## config.mk

```make
export PLATFORM = sky130hd
export DESIGN_NAME = cordic_rect_polar
export DESIGN_NICKNAME = d
export VERILOG_FILES = /design/src/rtl/cordic_rect_polar.sv
export SDC_FILE = /design/constraint.sdc
export NUM_CORES = 1
export LEC_CHECK = 0
export BUFFER_PORTS_ARGS = -buffer_cell sky130_fd_sc_hd__clkbuf_2
export CORE_UTILIZATION = 41
export DETAILED_ROUTE_END_ITERATION = 6
export PLACE_DENSITY = 0.66
export REMOVE_ABC_BUFFERS = 1
export SYNTH_ARGS = -nofsm -noshare
export SYNTH_HDL_FRONTEND = slang
export SYNTH_SLANG_ARGS = --single-unit
```

## constraint.sdc

```tcl
create_clock -name clk -period 4.8 [get_ports clk]
set_input_delay 0.96 -clock clk [delete_from_list [all_inputs] [get_ports clk]]
set_output_delay 0.96 -clock clk [all_outputs]
set_load 0.02 [all_outputs]
```

## src/rtl/cordic_rect_polar.sv

```systemverilog
// cordic_rect_polar: iterative vectoring-mode CORDIC converting signed (x, y) to magnitude and binary angle
module cordic_rect_polar #(
  parameter int W     = 8,
  parameter int AW    = 8,
  parameter int ITER  = 8,
  parameter int GUARD = 4
) (
  input  logic                clk,
  input  logic                rst_n,
  input  logic                in_valid,
  output logic                in_ready,
  input  logic signed [W-1:0] x_in,
  input  logic signed [W-1:0] y_in,
  output logic                out_valid,
  input  logic                out_ready,
  output logic [W:0]          r_out,
  output logic [AW-1:0]       theta_out,
  output logic                busy
);
  localparam int XW  = W + 2 + GUARD;
  localparam int AAW = AW + GUARD;
  localparam int IW  = ITER > 1 ? $clog2(ITER) : 1;
  localparam int KF  = 9;

  typedef enum logic [2:0] {IDLE, PREROT, ROTATE, SCALE, DONE} state_t;

  // atan(2^-i) in binary-angle units with GUARD fraction bits, elaboration-time only
  function automatic int atan_lut(input int i);
    real z, t, s;
    z = 1.0;
    for (int k = 0; k < i; k++) z = z / 2.0;
    s = 0.0;
    t = z;
    for (int k = 0; k < 60; k++) begin
      s = s + (((k % 2) != 0) ? -t : t) / (2 * k + 1);
      t = t * z * z;
    end
    if (i == 0) s = 0.7853981633974483;
    return $rtoi(s * (2.0 ** AAW) / 6.283185307179586 + 0.5);
  endfunction

  logic [AAW-1:0] atan_tab [ITER];

  for (genvar j = 0; j < ITER; j++) begin : g_atan
    assign atan_tab[j] = AAW'(atan_lut(j));
  end

  state_t                state_q, state_d;
  logic signed [XW-1:0]  x_q, x_d, y_q, y_d;
  logic [AAW-1:0]        acc_q, acc_d;
  logic [IW-1:0]         it_q, it_d;
  logic                  zero_q, zero_d;
  logic [W:0]            r_q, r_d;
  logic [AW-1:0]         th_q, th_d;
  logic signed [XW+KF-1:0] xs, ks;

  // gain compensation K = 1/2 + 1/8 - 1/64 - 1/512, with KF extra bits so the shifts lose nothing
  assign xs = {x_q, {KF{1'b0}}};
  assign ks = (xs >>> 1) + (xs >>> 3) - (xs >>> 6) - (xs >>> 9);

  assign in_ready  = state_q == IDLE;
  assign busy      = state_q != IDLE;
  assign out_valid = state_q == DONE;
  assign r_out     = r_q;
  assign theta_out = th_q;

  // state and datapath registers; reset discards any operation in flight
  always_ff @(posedge clk or negedge rst_n) begin
    if (!rst_n) begin
      state_q <= IDLE;
      x_q     <= '0;
      y_q     <= '0;
      acc_q   <= '0;
      it_q    <= '0;
      zero_q  <= 1'b0;
      r_q     <= '0;
      th_q    <= '0;
    end else begin
      state_q <= state_d;
      x_q     <= x_d;
      y_q     <= y_d;
      acc_q   <= acc_d;
      it_q    <= it_d;
      zero_q  <= zero_d;
      r_q     <= r_d;
      th_q    <= th_d;
    end
  end

  // next state: latch, fold left half-plane into right, rotate y toward zero, scale
  always_comb begin
    state_d = state_q;
    x_d     = x_q;
    y_d     = y_q;
    acc_d   = acc_q;
    it_d    = it_q;
    zero_d  = zero_q;
    r_d     = r_q;
    th_d    = th_q;
    case (state_q)
      IDLE: if (in_valid) begin
        x_d     = XW'(x_in) <<< GUARD;
        y_d     = XW'(y_in) <<< GUARD;
        state_d = PREROT;
      end
      PREROT: begin
        x_d     = x_q[XW-1] ? -x_q : x_q;
        y_d     = x_q[XW-1] ? -y_q : y_q;
        acc_d   = x_q[XW-1] ? {1'b1, {(AAW-1){1'b0}}} : '0;
        zero_d  = x_q == '0 && y_q == '0;
        it_d    = '0;
        state_d = ROTATE;
      end
      ROTATE: begin
        x_d     = y_q[XW-1] ? x_q - (y_q >>> it_q) : x_q + (y_q >>> it_q);
        y_d     = y_q[XW-1] ? y_q + (x_q >>> it_q) : y_q - (x_q >>> it_q);
        acc_d   = y_q[XW-1] ? acc_q - atan_tab[it_q] : acc_q + atan_tab[it_q];
        it_d    = it_q + IW'(1);
        state_d = it_q == IW'(ITER - 1) ? SCALE : ROTATE;
      end
      SCALE: begin
        r_d     = zero_q ? '0 : (W+1)'(ks >>> (KF + GUARD));
        th_d    = zero_q ? '0 : acc_q[AAW-1:GUARD];
        state_d = DONE;
      end
      DONE: state_d = out_ready ? IDLE : DONE;
      default: state_d = IDLE;
    endcase
  end
endmodule

```

==> key figures <==
Critical path
  • Setup Crit Path Kind: reg -> reg
  • Worst R2R Setup Slack: ~0.47 ns
  • CP max stage cell: mux4_1
  • WP data required: 5.03 ns
  • FF-to-FF path depth: 16
  • Crit. End Element: flop
  • Crit path arrival time: 4.56 ns
  • Delay-heaviest family, CP: compound AO/OA/AOI/OAI gates
  • End of the worst register-to-register path: x_q[13]
  • Bufs and invs on worst path: 2
  • Critical Path Max Stage Delay: 0.61 ns
  • R2R Path Start: it_q[0]
  • Crit start category: flop
  • CP cell instances: buf_12, mux4_1, mux2i_1, ha_1, inv_1, nor3_1, nor2_1, xor2_1, ha_1, nor3_1, nand3_1, a31oi_1, o21ai_0, a31oi_1, a21oi_1, a2111oi_2
  • Max FO, Critical Path: 28

Min path
  • Hold path startpoint: theta_out[4]
  • Worst Hold Depth: 2
  • Hold Path Sink: theta_out[4]
  • Worst Hold Class: reg -> reg

Floorplan
  • Row cnt: 51
  • Boundary pin count: 40
  • Die area: 0.0207 mm^2
  • Initial Util: 42.2%
  • Core ar.: 0.0196 mm^2
  • Die Wd: 144 um
  • Die height: 144 um

STA
  • Clock Skew: 0.00866 ns
  • Normalized max-slew margin: between 30% and 40%
  • Worst-margin pin slew: 1.01 ns
  • Final worst path period share: 90.1%
  • RSZ-0062 raised after global routing: false
  • Final max-slew violation count: 0
  • F_max: 231 MHz
  • Final-report hold violation count: 0
  • Setup_tns: 0 ns
  • Final setup violating endpoints: 0
  • Post-route minimum period: approximately 4.3 ns

Clock network
  • Clock latency on the worst-skew pair: 0.35 ns
  • Setup bufs post-CTS: 0
  • Root Buffer: clkbuf_16
  • Post_cts resized: 0
  • H-tree depth: 3
  • CTS tree: yes
  • Clock sinks: 64
  • Hold-fix buffers, CTS: 0
  • Clk buf depth: 2
  • Inserted Clock Buffers: 9
  • Worst-path clk slew: 0.06 ns

Synth
  • Flops & latches, synth: 64
  • Synth cell types: 74
  • Mapped Cells: 993
  • Synthesized area: 0.00827 mm^2
  • Largest area contributor in the netlist: dfrtp_1
  • Share of synthesized flip-flops with an asynchronous set or reset: 100%
  • Synthesized area per cell: 8.33 um^2
  • EDFF count, synth: 0
  • Top-area cell type share of the netlist area: 19.4%
  • Yosys warns: 0
  • Post-synth top flop: dfrtp_1
  • Largest cells by area after synthesis: dfrtp_1 19%, ha_1 12%, fa_1 5.8%
  • Sequential share of the synthesized area: 19.4%

Layout
  • Area Overhead vs Synth: 8.82%
  • Final-layout fill cell count: 1950
  • Final net count: 1130
  • Design Area, Final: 0.00900 mm^2
  • Final core utilization: a little under half
  • N_diodes: 0
  • Finished Layout Cells: 1276
  • Share of cells above drive strength 1: 9.89%

Route
  • DRC: 0
  • Drt initial violations: 507
  • Vias: 7311
  • Wirelength per Cell: 16.8 um
  • ANT nets after route: 0
  • Met3 wire length: 1070 um
  • Via/cell ratio: 5.73
  • Detailed Route WL: ~21000 um
  • Router iterations before antenna repair: 7
  • Met2 wire length: 9820 um
  • Top routing layer used: met4
  • Met1 WL: 10100 um

Global route
  • GR Util All Layers: 21.9%
  • GRT Residual Overflow: 0
  • Vias in the first global route: ~7000
  • Initial antenna violation count: 0
  • Largest net degree at the start of global routing: 36
  • Global-route wire length before repair: roughly 35000 um

Place
  • I/O Buffers: 39
  • Dpl cell area: between 0.008 and 0.009 mm^2
  • Placer Congestion: 0.914
  • Hpwl dp: 16000 um
  • DP Cell Count: approximately 1300

Run
  • Number of max-cap violations: 0

Run status
  • Status: finished, final reports clean
flip-flops by register name (all words and copies together), names as in the netlist:
signal	flops
it_q	3
y_q	14
state_q	3
x_q	14
acc_q	12
theta_out	8
r_out	9
zero_q	1
Yosys cell counts, types with 5 or more instances:
library cell and count:
a211oi_1 6, a21o_1 14, a21oi_1 60, a222oi_1 10, a22o_1 11, a31oi_1 15, and2_1 7, and3_1 8
buf_1 6, buf_2 12, clkbuf_1 34, dfrtp_1 64, fa_1 24, ha_1 80, inv_1 64, mux2i_1 19
mux4_1 12, mux4_2 8, nand2_1 96, nand2b_1 14, nand3_1 19, nand3b_1 5, nor2_1 80, nor2b_1 10
nor3_1 28, nor3b_1 5, o211ai_1 8, o21a_1 12, o21ai_0 70, o22ai_1 7, o31ai_1 9, o32ai_1 5
or3_1 16, or4_1 5, xnor2_1 49, xor2_1 26
worst register-to-register path: cells and delay by family (launching register included):
family / cells / cell delay, ns
xor gates and xnor gates: 1 / 0.15
and+or+nand+nor: 4 / 0.82
buffers and inverters: 2 / 0.29
adders and majority gates: 2 / 0.42
DFF: 1 / 0.53
AOI/OAI and AO/OA: 5 / 1.16
muxes: 2 / 0.83
cell type report:
cell class                      instances  area (um^2)  share of cell area (%)
Clock inverter                          6         67.6                   0.751
Clock buffer                           10          239                    2.65
Multi-Input combinational cell        806         6160                    68.4
Inverter                               66          248                    2.75
Tap cell                              265          332                    3.68
Timing Repair Buffer                   59          358                    3.98
Sequential cell                        64         1600                    17.8
stage by stage:
stage	worst slack [ns]	hold slack, ns
final	0.474	0.478
after global routing	0.0541	0.518
after CTS	0.489	0.484
after detailed placement	0.477	0.470
after global placement	0.659	0.464
after floorplan	-0.0746	0.456
cells in the final DEF, fill, tap and decap left out, drive strengths merged, types with 30 or more instances in the layout:
cell	n
nand2	96
nor2	80
ha	80
o21ai	73
inv	65
dfrtp	64
a21oi	60
xnor2	49
clkbuf	48
nor3	30
routing by layer:
metal  global-route usage (%)  vias up
li1                         -     3632
met1                     29.5     3466
met2                     35.5      180
met3                     3.61       33
met4                     7.28        0
met5                        0        -
cells by family (layout without fill, tap and decap cells):
logic type      Yosys count  in the layout  share of synthesized area (%)
compound gates          270            270                           21.3
xor+xnor                 75             75                           7.94
mux                      42             42                           8.70
flops                    64             64                           19.4
fa+ha+maj               104            104                           17.9
buf+inv                 123            141                           6.28
simple gates            315            315                           18.5
worst max path at each step:
stage                 start         to  depth (start not counted)
floorplan           it_q[0]  acc_q[11]                         16
CTS                 it_q[0]    x_q[13]                         17
global route        it_q[0]    x_q[13]                         16
global placement    it_q[0]    y_q[12]                         15
detailed placement  it_q[0]    x_q[13]                         17
finish              it_q[0]    x_q[13]                         16
Power is left out: the tool's default activity adds up to more than one toggle a clock period on the data nets, which glitch-free logic cannot reach.
